===== src/rtl/div_sgn_seq.sv =====
// div_sgn_seq: iterative radix-2 signed divider.
// Restoring division on operand magnitudes, one quotient bit per cycle,
// followed by a single sign-correction cycle. Quotient truncates toward
// zero and the remainder takes the sign of the dividend. Divide by zero
// yields Q = -1, R = X with dbz_o set.
// Optional build macro DIV_SGN_EARLY_OUT_EN: a divide by zero skips the
// iterations and presents its result in the cycle after the accept.
module div_sgn_seq #(
   parameter int width = 8
) (
   input  logic             clk_i,
   input  logic             rst_ni,
   input  logic [width-1:0] X,
   input  logic [width-1:0] Y,
   input  logic             in_valid_i,
   output logic             in_ready_o,
   output logic [width-1:0] Q,
   output logic [width-1:0] R,
   output logic             dbz_o,
   output logic             out_valid_o,
   input  logic             out_ready_i
);

   // Counter must hold the value width itself without wrapping.
   localparam int CW = $clog2(width) + 1;

   typedef enum logic [1:0] {IDLE, CALC, FIXUP, DONE} state_t;

   state_t           state, state_nxt;
   logic             sx, sy, dbz;
   logic [width-1:0] xr;        // original dividend, returned as R on divide by zero
   logic [width-1:0] ay;        // divisor magnitude
   logic [width-1:0] dvd;       // dividend magnitude shifting out, quotient bits shifting in
   logic [width:0]   rem;       // partial remainder
   logic [CW-1:0]    cnt;
   logic [width+1:0] rem_sh;
   logic [width+1:0] trial;
   logic             trial_neg;

   // Two's-complement negation at word width.
   function automatic logic [width-1:0] neg(input logic [width-1:0] v);
      return (~v) + width'(1);
   endfunction

   // Magnitude of a signed word; -2^(width-1) maps to 2^(width-1) unsigned.
   function automatic logic [width-1:0] mag(input logic signed [width-1:0] v);
      return v[width-1] ? neg(v) : v;
   endfunction

   // Trial subtraction: shift next dividend bit into the remainder, subtract |Y|.
   assign rem_sh    = {rem, dvd[width-1]};
   assign trial     = rem_sh - {2'b00, ay};
   assign trial_neg = trial[width+1];

   // State register.
   always_ff @(posedge clk_i or negedge rst_ni) begin
      if (!rst_ni) state <= IDLE;
      else         state <= state_nxt;
   end

   // Next-state logic.
   always_comb begin
      state_nxt = state;
      case (state)
         IDLE: begin
            if (in_valid_i) begin
`ifdef DIV_SGN_EARLY_OUT_EN
               if (Y == '0) state_nxt = DONE;
               else         state_nxt = CALC;
`else
               state_nxt = CALC;
`endif
            end
         end
         CALC:    if (cnt == CW'(1)) state_nxt = FIXUP;
         FIXUP:   state_nxt = DONE;
         DONE:    if (out_ready_i) state_nxt = IDLE;
         default: state_nxt = IDLE;
      endcase
   end

   // Handshake outputs decoded from the registered state.
   always_comb begin
      in_ready_o  = (state == IDLE);
      out_valid_o = (state == DONE);
   end

   // Datapath: operand capture, restoring iterations, sign fixup.
   always_ff @(posedge clk_i or negedge rst_ni) begin
      if (!rst_ni) begin
         sx    <= 1'b0;
         sy    <= 1'b0;
         dbz   <= 1'b0;
         xr    <= '0;
         ay    <= '0;
         dvd   <= '0;
         rem   <= '0;
         cnt   <= '0;
         Q     <= '0;
         R     <= '0;
         dbz_o <= 1'b0;
      end else begin
         case (state)
            IDLE: begin
               if (in_valid_i) begin
                  sx  <= X[width-1];
                  sy  <= Y[width-1];
                  xr  <= X;
                  dvd <= mag($signed(X));
                  ay  <= mag($signed(Y));
                  rem <= '0;
                  cnt <= CW'(width);
                  dbz <= (Y == '0);
`ifdef DIV_SGN_EARLY_OUT_EN
                  if (Y == '0) begin
                     Q     <= '1;
                     R     <= X;
                     dbz_o <= 1'b1;
                  end
`endif
               end
            end
            CALC: begin
               rem <= trial_neg ? rem_sh[width:0] : trial[width:0];
               dvd <= {dvd[width-2:0], ~trial_neg};
               cnt <= cnt - CW'(1);
            end
            FIXUP: begin
               if (dbz) begin
                  Q     <= '1;
                  R     <= xr;
                  dbz_o <= 1'b1;
               end else begin
                  Q     <= (sx ^ sy) ? neg(dvd) : dvd;
                  R     <= sx ? neg(rem[width-1:0]) : rem[width-1:0];
                  dbz_o <= 1'b0;
               end
            end
            default: ;
         endcase
      end
   end

endmodule


===== config.mk =====
export PLATFORM = sky130hd
export DESIGN_NAME = div_sgn_seq
export DESIGN_NICKNAME = d
export VERILOG_FILES = /design/src/rtl/div_sgn_seq.sv
export SDC_FILE = /design/constraint.sdc
export NUM_CORES = 1
export LEC_CHECK = 0
export ABC_AREA = 1
export BUFFER_PORTS_ARGS = -buffer_cell sky130_fd_sc_hd__buf_2
export CAP_MARGIN = 20
export CORE_ASPECT_RATIO = 2
export CORE_UTILIZATION = 35
export DETAILED_ROUTE_END_ITERATION = 6
export HOLD_SLACK_MARGIN = 0.15
export PLACE_DENSITY = 0.61
export SLEW_MARGIN = 20
export SYNTH_ARGS = -nofsm -noshare
export SYNTH_HDL_FRONTEND = slang
export SYNTH_SLANG_ARGS = --single-unit

===== constraint.sdc =====
create_clock -name clk_i -period 1.6 [get_ports clk_i]
set_input_delay 0 -clock clk_i [delete_from_list [all_inputs] [get_ports clk_i]]
set_output_delay 0 -clock clk_i [all_outputs]
set_load 0.1 [all_outputs]

==> results by group <==
Synthesis
  • Share of the synthesized area in the top cell type: 40.4%
  • Post-synth cell types: 35
  • Synthesized instance count: 470
  • Flops & latches, synth: 58
  • Ys Warns: 0
  • Mapped Nets: 509
  • Area contributors post-synth: dfrtp_1 40%, nand2_1 13%, inv_1 6.7%
  • Top cell type by total area after synthesis: dfrtp_1
  • Seq/Total Area, Yosys: between 40% and 50%
  • Avg Cell Area, Syn: 7.63 um^2
  • Mapped cell area: 3590 um^2

CTS
  • Num CTS Buffers: 9
  • Max clock buf depth: 2
  • Sink Count: between 50 and 60
  • Root Buffer: clkbuf_16
  • H-Tree Depth: 3
  • Worst-path clk slew: 0.06 ns
  • Clk_lat worst skew: 0.33 ns
  • TritonCTS clock tree: done

Global routing
  • Met3 usage: 2.99%
  • GRT overflow: 0
  • Met1 global-route usage: 21.0%
  • First-pass GRT wire length: roughly 17000 um
  • GRT Overall Usage: 20.9%
  • Largest net degree at the start of global routing: between 50 and 60
  • Met2 Usage GRT: around two fifths
  • Top Usage Layer GRT: met2
  • Initial antenna violation count: 0
  • Vias in the first global route: ~3.6k

Timing
  • Final Max Slew Viols: 0
  • RSZ-0062 raised after global routing: yes
  • Final setup fails: 10
  • Worst-Margin Slew: 0.489 ns
  • Final hold viol count: 0
  • Clock Skew: 0.0101 ns
  • Period utilization: 108%
  • Setup ws final: -0.121 ns
  • Final min period: 1.72 ns
  • Max Fclk: 581 MHz
  • Worst slew margin: approximately two thirds

Routing
  • Initial DRC count: slightly below 200
  • DRC viols: 0
  • Wirelength per Cell: roughly 14 um
  • Post-Route WL: 10400 um
  • Vias: about 3.6k
  • DRT Pass-1 Iters: 5
  • Vias per cell: about 5.0
  • Post-route ant nets: 0

Die
  • Die X: 73.6 um
  • Core Area: 10000 um^2
  • Initial core utilization: 35.8%
  • DIE HEIGHT: approximately 150 um
  • IO Pins: 39
  • Rows: 52
  • Die area: between 10000 and 15000 um^2

Layout
  • Final net count: 625
  • Layout area overhead: 43.3%
  • Share of layout cells above drive strength 1: 30.1%
  • Post-route cell area: 5140 um^2
  • # diodes: 0
  • Non-filler cells, final: 726

Setup path
  • Arr. time, crit path: 1.94 ns
  • Crit Path Class: reg2reg
  • Worst r2r path cells: 10
  • Startpoint types: flip-flop
  • Launch point of the worst reg-to-reg path: dvd[7]
  • Crit. Startpoint: dvd[7]
  • CP Data Required Time: 1.82 ns
  • Worst Setup End Kind: flip-flop
  • Crit-path max FO: 3

Placement
  • Cells after DPL: 680
  • Port Buffer Count: 38
  • Post-DP HPWL: roughly 7700 um
  • RD Place Congestion: 0.885
  • Dpl cell area: approximately 4400 um^2

Outcome
  • Failing checks: setup timing
  • Status: complete, but fails checks

Hold path
  • Worst Hold Class: in2reg
  • Hold wc startpoint: Y[1]
  • Hold depth: 5

Run
  • MaxCap Viol Count: 0
## through the flow
step / utilization [%] / setup WS (ns) / setup TNS, ns / hold slack [ns]
finish: 51.3 / -0.121 / -0.797 / 0.169
global route: 51.3 / -0.234 / -1.77 / 0.176
CTS: 50.3 / -0.0729 / -0.634 / 0.155
detailed placement: 43.6 / -0.172 / -1.45 / 0.0347
global placement: 43.6 / -0.128 / -0.993 / 0.0296
floorplan: - / -0.0262 / -0.0669 / -0.296
## placed cells by master, fill, tap and decap left out, types with 2 or more instances in the layout
| cell | instances |
|---|---|
| a21oi_1 | 15 |
| a21oi_2 | 2 |
| a31oi_1 | 4 |
| buf_2 | 38 |
| buf_4 | 51 |
| clkbuf_16 | 9 |
| clkinvlp_4 | 5 |
| dfrtp_1 | 57 |
| dlygate4sd3_1 | 21 |
| ha_1 | 9 |
| ha_4 | 8 |
| inv_1 | 56 |
| inv_2 | 9 |
| inv_4 | 2 |
| nand2_1 | 111 |
| nand2_2 | 10 |
| nand2_4 | 8 |
| nand3_1 | 31 |
| nand3_2 | 15 |
| nand3_4 | 3 |
| nand3b_1 | 4 |
| nand4_1 | 5 |
| nand4_4 | 2 |
| nor2_1 | 30 |
| nor2_2 | 2 |
| nor3_1 | 4 |
| o211ai_1 | 3 |
| o21ai_0 | 33 |
| o21ai_1 | 2 |
| o221ai_1 | 5 |
| o22ai_1 | 4 |
| o41ai_2 | 2 |
| xnor2_1 | 5 |
| xor2_1 | 10 |
## cells in the mapped netlist, drive strengths merged
cell type / n
nand2: 127
inv: 67
dfrtp: 58
nand3: 49
o21ai: 36
nor2: 33
a21oi: 18
ha: 18
xor2: 10
nand4: 7
o221ai: 6
clkbuf: 5
nor3: 5
xnor2: 5
a31oi: 4
nand3b: 4
o22ai: 4
buf: 3
o211ai: 3
o41ai: 2
a22oi: 1
clkinv: 1
fa: 1
nor4: 1
o21bai: 1
o31ai: 1
## cell families (layout without fill, tap and decap cells)
family / after synthesis / count (layout) / synth area share, %
simple gates: 226 / 228 / 28.5
compound gates: 76 / 76 / 12.6
buf+inv: 76 / 195 / 8.05
flops: 58 / 58 / 40.4
fa+ha+maj: 19 / 19 / 6.83
xor+xnor: 15 / 15 / 3.66
## layer usage
| metal | vias up | routed length (um) |
|---|---|---|
| met5 | - | 0 |
| li1 | 1785 | - |
| met1 | 1724 | 3690 |
| met4 | 0 | 468 |
| met3 | 27 | 236 |
| met2 | 65 | 6000 |
## critical path: stages (launching register included)
cell and delay (ns):
dfrtp_1 0.37, inv_2 0.07, ha_4 0.13, inv_4 0.03, fa_2 0.36, nand3_2 0.11, nand2_4 0.07, xnor2_1 0.21
nand3_1 0.13, nand3_1 0.09, nand2_1 0.05
## path summary, 6_finish.rpt
kind	to	slack [ns]
min in group asynchronous	Q[5]	0.20
max in group asynchronous	sy	1.11
setup reg to reg	rem[4]	-0.12
setup / recovery	rem[4]	-0.12
hold reg to reg	R[4]	0.48
hold / removal	ay[1]	0.17
## state kept, by name (all words and copies together) (netlist names)
signal / count
ay: 8
rem: 9
xr: 7
sx: 1
sy: 1
dbz: 1
R: 8
Q: 8
state: 2
dbz_o: 1
cnt: 4
dvd: 8
## final cells by class
class / count / area (um^2)
sequential: 58 / 1450
timing repair buffer: 111 / 803
inverter: 68 / 260
clock buffer: 10 / 239
multi-input combinational: 338 / 2180
clock inverter: 6 / 42.5
fill: 962 / 4880
tap: 135 / 169
## repair_timing
action,4_1_cts,5_1_grt
pin swaps,23,22
gates cloned,2,0
endpoints found under the hold margin,86,0
setup endpoints to repair,10,20
setup buffers,4,3
resized for setup,31,22
hold buffers,21,0
Power is left out: the tool's default activity adds up to more than one toggle a clock period on the data nets, which glitch-free logic cannot reach.
